File: config.mk
export PLATFORM = sky130hd
export DESIGN_NAME = index_mul_arbiter_flat
export DESIGN_NICKNAME = d
export VERILOG_FILES = /design/src/rtl/index_mul_arbiter_pkg.sv /design/src/rtl/index_mul_arbiter_if.sv /design/src/rtl/index_mul_arbiter_rr_arbiter.sv /design/src/rtl/index_mul_arbiter.sv /design/src/flat_wrapper.sv
export SDC_FILE = /design/constraint.sdc
export NUM_CORES = 1
export LEC_CHECK = 0
export BUFFER_PORTS_ARGS = -buffer_cell sky130_fd_sc_hd__buf_2
export CORE_MARGIN = 1
export CORE_UTILIZATION = 25
export DETAILED_ROUTE_END_ITERATION = 10
export HOLD_SLACK_MARGIN = 0.05
export PLACE_DENSITY = 0.55
export SLEW_MARGIN = 20
export SYNTH_ARGS = -nofsm -noshare
export SYNTH_HDL_FRONTEND = slang
export SYNTH_SLANG_ARGS = --single-unit
File: constraint.sdc
create_clock -name clk -period 7.2 [get_ports clk]
set_input_delay 0 -clock clk [delete_from_list [all_inputs] [get_ports clk]]
set_output_delay 0 -clock clk [all_outputs]
set_load 0.01 [all_outputs]
File: src/rtl/index_mul_arbiter_pkg.sv
// index_mul_arbiter_pkg: shared widths, defaults and the tag carried alongside the multiplier pipeline
package index_mul_arbiter_pkg;
  localparam int DEF_NUM_REQ = 4;
  localparam int DEF_MUL_LATENCY = 4;
  localparam int DEF_ID_W = $clog2(DEF_NUM_REQ);
  localparam int OP_W = 16;
  typedef struct packed {
    logic                valid;
    logic [DEF_ID_W-1:0] id;
  } tag_t;
endpackage

File: src/rtl/index_mul_arbiter_if.sv
// index_mul_arbiter_if: requester-side request/response bundle of the shared multiplier
interface index_mul_arbiter_if #(
  parameter int NUM_REQ = 4,
  parameter int ID_W = 2
);
  logic [NUM_REQ-1:0]    req_valid;
  logic [16*NUM_REQ-1:0] req_a;
  logic [16*NUM_REQ-1:0] req_b;
  logic [NUM_REQ-1:0]    req_ready;
  logic [NUM_REQ-1:0]    resp_valid;
  logic [ID_W-1:0]       resp_id;
  logic [15:0]           resp_p;
  modport slave (input req_valid, req_a, req_b, output req_ready, resp_valid, resp_id, resp_p);
  modport master (output req_valid, req_a, req_b, input req_ready, resp_valid, resp_id, resp_p);
endinterface

File: src/rtl/index_mul_arbiter_rr_arbiter.sv
// rr_arbiter: one-hot round-robin grant searching upward from the slot after ptr
module rr_arbiter #(
  parameter int N = 4,
  parameter int ID_W = 2
) (
  input  logic [N-1:0]    req,
  input  logic [ID_W-1:0] ptr,
  output logic [N-1:0]    gnt,
  output logic [ID_W-1:0] gnt_idx,
  output logic            any
);
  logic [ID_W-1:0] j;
  // first requester found at ptr+1, ptr+2, ... (mod N) wins
  always_comb begin
    gnt = '0;
    gnt_idx = '0;
    any = 1'b0;
    j = '0;
    for (int k = 1; k <= N; k++) begin
      j = ID_W'((int'(ptr) + k) % N);
      if (!any && req[j]) begin
        any = 1'b1;
        gnt[j] = 1'b1;
        gnt_idx = j;
      end
    end
  end
endmodule

File: src/rtl/index_mul_arbiter.sv
// index_mul_arbiter: shares one pipelined multiplier among requesters, routing products back via a tag pipe
module index_mul_arbiter
  import index_mul_arbiter_pkg::*;
#(
  parameter int NUM_REQ = DEF_NUM_REQ,
  parameter int MUL_LATENCY = DEF_MUL_LATENCY,
  parameter int ID_W = DEF_ID_W
) (
  input  logic                 clk,
  input  logic                 rst,
  index_mul_arbiter_if.slave   bus,
  output logic                 mul_ce,
  output logic [OP_W-1:0]      mul_a,
  output logic [OP_W-1:0]      mul_b,
  input  logic [OP_W-1:0]      mul_p,
  output logic                 busy,
  output logic [31:0]          issue_cnt
);
  typedef enum logic {IDLE, RUN} state_t;
  state_t          state_q, state_d;
  logic [ID_W-1:0] ptr_q, ptr_d, gnt_idx;
  logic [NUM_REQ-1:0] gnt;
  logic            hs, inflight;
  logic [OP_W-1:0] op_a_q, op_a_d, op_b_q, op_b_d;
  logic [31:0]     cnt_q, cnt_d;
  tag_t            tag_q [MUL_LATENCY];
  tag_t            tag_d [MUL_LATENCY];
  tag_t            last;

  rr_arbiter #(.N(NUM_REQ), .ID_W(ID_W)) u_rr (
    .req(bus.req_valid), .ptr(ptr_q), .gnt(gnt), .gnt_idx(gnt_idx), .any(hs)
  );

  // grant, operand mux, tag shift and response decode; tags advance only with the multiplier
  always_comb begin
    inflight = 1'b0;
    for (int k = 0; k < MUL_LATENCY; k++) inflight = inflight | tag_q[k].valid;
    mul_ce = (|bus.req_valid) | inflight;
    bus.req_ready = gnt;
    op_a_d = hs ? bus.req_a[gnt_idx*OP_W +: OP_W] : op_a_q;
    op_b_d = hs ? bus.req_b[gnt_idx*OP_W +: OP_W] : op_b_q;
    mul_a = op_a_d;
    mul_b = op_b_d;
    ptr_d = hs ? gnt_idx : ptr_q;
    cnt_d = cnt_q + 32'(hs);
    tag_d[0].valid = mul_ce ? hs : tag_q[0].valid;
    tag_d[0].id = mul_ce ? DEF_ID_W'(gnt_idx) : tag_q[0].id;
    for (int k = 1; k < MUL_LATENCY; k++) tag_d[k] = mul_ce ? tag_q[k-1] : tag_q[k];
    state_d = mul_ce ? RUN : IDLE;
    last = tag_q[MUL_LATENCY-1];
    bus.resp_valid = last.valid ? NUM_REQ'(1) << last.id : '0;
    bus.resp_id = last.valid ? ID_W'(last.id) : '0;
    bus.resp_p = mul_p;
    busy = state_q == RUN;
    issue_cnt = cnt_q;
  end

  // state, pointer, tag pipe, operand hold and issue counter; reset drops in-flight tags
  always_ff @(posedge clk or posedge rst) begin
    if (rst) begin
      state_q <= IDLE;
      ptr_q <= ID_W'(NUM_REQ - 1);
      op_a_q <= '0;
      op_b_q <= '0;
      cnt_q <= '0;
      for (int k = 0; k < MUL_LATENCY; k++) tag_q[k] <= '0;
    end else begin
      state_q <= state_d;
      ptr_q <= ptr_d;
      op_a_q <= op_a_d;
      op_b_q <= op_b_d;
      cnt_q <= cnt_d;
      for (int k = 0; k < MUL_LATENCY; k++) tag_q[k] <= tag_d[k];
    end
  end
endmodule
File: src/flat_wrapper.sv
// flat-port wrapper written by rule: the top's interface ports become plain ports
module index_mul_arbiter_flat import index_mul_arbiter_pkg::*;
#(
  parameter int NUM_REQ = DEF_NUM_REQ,
  parameter int MUL_LATENCY = DEF_MUL_LATENCY,
  parameter int ID_W = DEF_ID_W
)
  (clk, rst, mul_ce, mul_a, mul_b, mul_p, busy, issue_cnt, bus_req_valid, bus_req_a, bus_req_b, bus_req_ready, bus_resp_valid, bus_resp_id, bus_resp_p);
  index_mul_arbiter_if #(.NUM_REQ(NUM_REQ), .ID_W(ID_W)) bus_i ();
  input  logic clk;
  input  logic rst;
  output logic mul_ce;
  output logic [OP_W-1:0] mul_a;
  output logic [OP_W-1:0] mul_b;
  input  logic [OP_W-1:0] mul_p;
  output logic busy;
  output logic [31:0] issue_cnt;
  input wire logic [$bits(bus_i.req_valid)-1:0] bus_req_valid;
  input wire logic [$bits(bus_i.req_a)-1:0] bus_req_a;
  input wire logic [$bits(bus_i.req_b)-1:0] bus_req_b;
  output wire logic [$bits(bus_i.req_ready)-1:0] bus_req_ready;
  output wire logic [$bits(bus_i.resp_valid)-1:0] bus_resp_valid;
  output wire logic [$bits(bus_i.resp_id)-1:0] bus_resp_id;
  output wire logic [$bits(bus_i.resp_p)-1:0] bus_resp_p;
  assign bus_i.req_valid = bus_req_valid;
  assign bus_i.req_a = bus_req_a;
  assign bus_i.req_b = bus_req_b;
  assign bus_req_ready = bus_i.req_ready;
  assign bus_resp_valid = bus_i.resp_valid;
  assign bus_resp_id = bus_i.resp_id;
  assign bus_resp_p = bus_i.resp_p;
  index_mul_arbiter #(.NUM_REQ(NUM_REQ), .MUL_LATENCY(MUL_LATENCY), .ID_W(ID_W)) u_core (.clk(clk), .rst(rst), .bus(bus_i), .mul_ce(mul_ce), .mul_a(mul_a), .mul_b(mul_b), .mul_p(mul_p), .busy(busy), .issue_cnt(issue_cnt));
endmodule
After elaboration in Yosys (flattened, before gate mapping)
Cells that the tools add are included.
{ "op_classes": {"addsub": 5, "mul": 0, "div": 0, "n_lt_le_gt_ge": 8, "eq_ne": 0, "shifts": 3, "mux": 33, "bitwise": 7, "reduce_logical": 11} }
{ "op_table": {"columns": ["cell", "n"], "rows": [
  ["64-bit by 7-bit indexed part select with 16-bit output", 2],
  ["32-bit by 1-bit adder with 32-bit output", 1],
  ["16-bit two-way mux", 2],
  ["4-bit two-way mux", 5],
  ["1-bit two-way mux", 13],
  ["2-bit by 3-bit less-than comparator with 1-bit output (second input constant)", 4],
  ["4-bit OR", 3],
  ["2-bit two-way mux", 5],
  ["1-bit binary-select mux with 2-bit select", 4],
  ["1-bit demux with 2-bit select", 4],
  ["2-bit by 1-bit >= comparator with 1-bit output (second input constant)", 4],
  ["1-bit logical AND", 7],
  ["2-bit by 1-bit adder with 2-bit output (second input constant)", 2],
  ["2-bit adder (second input constant)", 2],
  ["1-bit OR", 4],
  ["4-bit OR reduction", 1],
  ["1-bit by 2-bit << shifter with 4-bit output (first input constant)", 1],
  ["1-bit logical NOT", 3]
]} }
{ "totals": {"regBits": 79, "latchBits": 0, "ram_bits": 0, "romBits": 0, "input_bits": 150, "output_inout_bits": 92, "elab_cells": 80, "mem_count": 0} }

Depth between registers and ports, before layout
{ "logic_depth": {"depth_word": 15, "depth_mapped": 12} }

Hierarchy
A second synthesis with hierarchy kept.
{ "hier_totals": {"cells_unflattened": 373, "area_unflattened_um2": 4774.6} }
{ "modules_own_cells": {"columns": ["mod", "instances", "cells_per_inst", "area_each_um2", "seq_area_each_um2"], "rows": [
  ["index_mul_arbiter", 1, 287, 4145.2, 1979.4],
  ["rr_arbiter", 1, 86, 629.4, 0.0]
]} }

Worst setup path before layout
OpenSTA, ideal clock, no wires.
{ "synth_path": {"kind": "reg-to-reg", "start": "reg u_core.ptr_q[0]", "end": "reg u_core.op_a_q[15]", "setup_time_ns": 0.161, "t_arrival_ns": 3.179, "slack_ns": 3.860, "path_stages_with_launch": 11, "n_path_buf": 2, "cell_sequence": "dfstp_2 > buf_6 > clkinv_1 > clkbuf_1 > ha_1 > mux4_2 > a31oi_1 > o21ai_2 > xnor2_2 > mux2_2 > a211oi_1"} }
{ "synth_via": {"elab_chain_len": 15} }
{ "synth_rtl": {"columns": ["item", "line", "source"], "rows": [
  ["start, declared", "index_mul_arbiter.sv:21", "logic [ID_W-1:0] ptr_q, ptr_d, gnt_idx;"],
  ["start signal, assigned", "index_mul_arbiter.sv:62", "ptr_q <= ID_W'(NUM_REQ - 1);"],
  ["start signal, assigned", "index_mul_arbiter.sv:69", "ptr_q <= ptr_d;"],
  ["2-bit by 1-bit adder with 2-bit output", "index_mul_arbiter_rr_arbiter.sv:20", "j = ID_W'((int'(ptr) + k) % N);"],
  ["1-bit binary-select mux with 2-bit select", "index_mul_arbiter_rr_arbiter.sv:21", "if (!any && req[j]) begin"],
  ["1-bit two-way mux (not written as such)", "index_mul_arbiter_rr_arbiter.sv:21", null],
  ["1-bit two-way mux", "index_mul_arbiter_rr_arbiter.sv:21", null],
  ["1-bit logical NOT", "index_mul_arbiter_rr_arbiter.sv:21", null],
  ["1-bit logical AND", "index_mul_arbiter_rr_arbiter.sv:21", null],
  ["1-bit two-way mux", "index_mul_arbiter_rr_arbiter.sv:21", null],
  ["1-bit logical NOT", "index_mul_arbiter_rr_arbiter.sv:21", null],
  ["1-bit logical AND", "index_mul_arbiter_rr_arbiter.sv:21", null],
  ["1-bit two-way mux", "index_mul_arbiter_rr_arbiter.sv:21", null],
  ["1-bit logical NOT", "index_mul_arbiter_rr_arbiter.sv:21", null],
  ["1-bit logical AND", "index_mul_arbiter_rr_arbiter.sv:21", null],
  ["2-bit two-way mux", "index_mul_arbiter_rr_arbiter.sv:21", null],
  ["64-bit by 7-bit indexed part select with 16-bit output", "index_mul_arbiter.sv:40", "op_a_d = hs ? bus.req_a[gnt_idx*OP_W +: OP_W] : op_a_q;"],
  ["16-bit two-way mux (*)", "index_mul_arbiter.sv:40", null],
  ["via mul_a[15]", "flat_wrapper.sv:13", "output logic [OP_W-1:0] mul_a;"],
  ["end signal, assigned", "index_mul_arbiter.sv:70", "op_a_q <= op_a_d;"],
  ["end, declared", "index_mul_arbiter.sv:24", "logic [OP_W-1:0] op_a_q, op_a_d, op_b_q, op_b_d;"]
]} }
The timed path passes the listed nets; every way through them passes the cells marked *. The select of a mux whose other input is x is not followed.
A chain may end at the register's enable or synchronous reset.

Worst setup path after layout
{ "layout_path": {"start": "reg u_core.ptr_q[0]", "end": "out mul_a[1]"} }
{ "layout_via": {"elab_chain_len": 15} }
{ "layout_rtl": {"columns": ["item", "line"], "rows": [
  ["2-bit by 1-bit adder with 2-bit output", "index_mul_arbiter_rr_arbiter.sv:20"],
  ["1-bit binary-select mux with 2-bit select", "index_mul_arbiter_rr_arbiter.sv:21"],
  ["1-bit two-way mux (not written as such)", "index_mul_arbiter_rr_arbiter.sv:21"],
  ["1-bit two-way mux", "index_mul_arbiter_rr_arbiter.sv:21"],
  ["1-bit logical NOT", "index_mul_arbiter_rr_arbiter.sv:21"],
  ["1-bit logical AND", "index_mul_arbiter_rr_arbiter.sv:21"],
  ["1-bit two-way mux", "index_mul_arbiter_rr_arbiter.sv:21"],
  ["1-bit logical NOT", "index_mul_arbiter_rr_arbiter.sv:21"],
  ["1-bit logical AND", "index_mul_arbiter_rr_arbiter.sv:21"],
  ["1-bit two-way mux", "index_mul_arbiter_rr_arbiter.sv:21"],
  ["1-bit logical NOT", "index_mul_arbiter_rr_arbiter.sv:21"],
  ["1-bit logical AND", "index_mul_arbiter_rr_arbiter.sv:21"],
  ["2-bit two-way mux", "index_mul_arbiter_rr_arbiter.sv:21"],
  ["64-bit by 7-bit indexed part select with 16-bit output", "index_mul_arbiter.sv:40"],
  ["16-bit two-way mux (*)", "index_mul_arbiter.sv:40"],
  ["end, declared", "flat_wrapper.sv:13"]
]} }
Mark *: on every way between the ends. The rest lies on a longest branch, timed or not. The select of a mux whose other input is x is not followed.

==> results.yml <==
clock_tree:
  cts_max_level: 3
  cts_setup_buffers: 0
  clockRootBuffer: "clkbuf_16"
  numCtsBuffers: 9
  clkSinkCount: 79
  cts_buffer_depth: 2
  clk_latency_ps: 350
  postCtsResizedCells: 0
  clk_pin_slew_ps: 70
  cts_tree: "done"
route:
  vias: 6087
  drc_errors: 0
  drt_iter0_drc: 377
  drt_first_pass_iters: 5
  drt-vias-per-instance: 4.85
  ant_nets: 0
  wl_per_cell_um: 15.8
  routed_wl_um: 19800
job:
  max-cap-violations: 0
worst_setup_path:
  crit_end: "mul_a[1]"
  critPathMaxFanout: 34
  cp-end-kind: "output port"
  crit_chain: "clkinv_1, ha_1, mux4_2, a31oi_1, o21ai_2, xnor2_4, buf_4, mux2_2, dlygate4sd3_1, a211oi_2, buf_2"
  rr_worst_depth: 10
  critical_path_arrival_ps: 4670
  worstPathRequired_ps: 7200
  reg2reg_to: "u_core.op_a_q[1]"
  critPathKind: "flop to output port"
  worst-r2r-setup-slack_ps: 2950
  cp-start-kind: "flop"
  worstSetupStartpoint: "u_core.ptr_q[0]"
  r2r_start: "u_core.ptr_q[0]"
  critPathSlowestCell: "dfstp_4"
  max_stage_delay_ps: 830
synth:
  syn_avg_cell_area_um2: 8.58
  synth_async_sr_flop_share: 1.00
  synth_edf_count: 0
  yosysWarnings: 0
  synth_seq_cells: 79
  synth.cell_area_um2: 6160
  ys_top_cells_by_area: "dfrtp_1, nor2_1, mux2_2"
  synthFlopType: "dfrtp_1"
  syn_inst: 718
  synthTopCellsByCount: "nor2_1, dfrtp_1, nand2_1, nand4_1, a22oi_1"
  synth_area_leader_cell: "dfrtp_1"
  yosysUniqueCellTypes: 46
  synth_nets: 879
  netlist.area_leader.share: 0.313
  synth.yosys.seq_area_share: 0.321
  yosysMostFrequentCell: "nor2_1"
final_layout:
  n_fill_cell: 2570
  syn2layout_area_growth_pct: 32.4
  finalNetCount: 1087
  multiInputGateArea_um2: 3760
  layout-drive-gt1-share: 0.371
  diodes: 0
  seqCellArea_um2: 1980
die:
  die-area_um2: 25300
  die_x_um: 159
  rows: 57
  die_h_um: 159
  core_um2: 24200
  start_util: 0.254
  io_pins: 242
timing:
  finalCritPeriodShare: 0.648
  max_freq_ghz: 0.214
  tns_ps: 0
  fin_skew_ps: 4.48
  final_hold_viol_count: 0
  hold_ws_ps: 62.7
  tightest_slew_ps: 1010
  period_minus_slack_ps: 4670
  rsz0062_at_grt: "no"
  finalMaxSlewViolations: 0
  slew_headroom: 0.329
  final-setup-viol-count: 0
grt:
  grt_pass1_wl_um: 31900
  grt_pass1_vias: 5998
  overflow: 0
  antenna_found_initial: 0
  grtUsageTotal: 0.157
  grt_max_degree: 80
power:
  power.leakage_nw: 3.69
  vdd_drop_max_mv: 0.236
  powerDensity_nw_per_um2: 510
min_path:
  hold_class: "primary input to flop"
placed_design:
  io_buffers: 209
  hpwl_um: 13300
  place_congestion: 0.785
outcome:
  status: "complete, no violations"
-- sequential cells by signal, summed over array words and instances (netlist names) --
| register | cells |
|---|---|
| u_core.busy | 1 |
| u_core.issue_cnt | 32 |
| u_core.last | 3 |
| u_core.op_a_q | 16 |
| u_core.op_b_q | 16 |
| u_core.ptr_q | 2 |
| u_core.tag_q | 9 |
-- area by class of cell --
class                           count  share of cell area
Multi-Input combinational cell    552               0.461
Sequential cell                    79               0.243
Timing Repair Buffer              275               0.206
Tap cell                          324              0.0497
Clock buffer                        9              0.0276
Clock inverter                      7             0.00858
Inverter                            9             0.00429
-- worst min path at each step --
stage                        from  slack [ps]                end  cells after the start
floorplan                mul_p[0]          90      bus_resp_p[0]                      1
global placement         mul_p[0]        0.07      bus_resp_p[0]                      0
detailed placement       mul_p[0]        0.07      bus_resp_p[0]                      0
CTS                 bus_req_b[55]          50   u_core.op_b_q[7]                      4
global route        bus_req_a[43]          60  u_core.op_a_q[11]                      4
finish              bus_req_b[36]          60   u_core.op_b_q[4]                      4
-- power by group --
group	total, mW	internal, mW	switching (mW)
logic	2.97	1.29	1.67
registers	0.719	0.615	0.104
clock network	0.478	0.247	0.232
total	4.16	2.16	2.01
-- kinds of logic (layout without fill, tap and decap cells) --
group,after synthesis,after routing,share of synthesized area
AOI/OAI and AO/OA,179,179,0.252
xor gates and xnor gates,31,31,0.0453
adders and majority gates,11,11,0.0223
buffers and inverters,87,300,0.0739
DFF,79,79,0.321
muxes,40,40,0.0759
and+or+nand+nor,291,291,0.209
-- metal layers --
| layer | vias up | global-route usage | routed length [um] |
|---|---|---|---|
| li1 | 2997 | - | - |
| met4 | 0 | 0.0363 | 194 |
| met1 | 2885 | 0.203 | 9140 |
| met5 | - | 0 | 0 |
| met3 | 14 | 0.0339 | 1080 |
| met2 | 191 | 0.268 | 9430 |
-- worst max-delay path, delay by kind of cell (launching register included) --
kind	cells	cell delay [ps]
buf+inv	4	1290
fa+ha+maj	1	390
compound gates	3	520
mux	2	710
xor+xnor	1	560
flops	1	830
-- cell usage in the layout (no fill, tap or decap), drive strengths merged, types with 2 or more instances in the layout --
master and n:
xnor2 23, nand4 40, dfstp 2, buf 220
nor2 144, o21ai 35, clkbuf 9, nand3 11
a21boi 32, nor2b 4, xor2 8, dlygate4sd3 55
ha 11, dfrtp 77, a21o 2, mux4 2
nand2b 4, and2 3, nor3 3, mux2i 4
inv 13, mux2 34, nor4 3, nand2 67
or2 2, clkinv 2, a221o 4, a211oi 32
and3 7, a21oi 2, o221a 32, a22oi 36
-- per-stage QoR --
stage               instance area, um2  setup slack [ps]  instances   util  total power, mW
finish                            8160              2530       1255  0.337             4.16
global route                      8160              2140       1255  0.337             4.52
CTS                               8160              2420       1255  0.336             4.22
detailed placement                7310              3330       1184  0.302             3.60
global placement                  7310              3440       1184  0.302             3.57
floorplan                         6160              3860        718      -             2.86
-- timing repair --
action | CTS | global route
setup endpoints to repair | 0 | 0
endpoints found under the hold margin | 82 | 0
hold buffers | 55 | 0
Power figures use the tool's default switching activity.
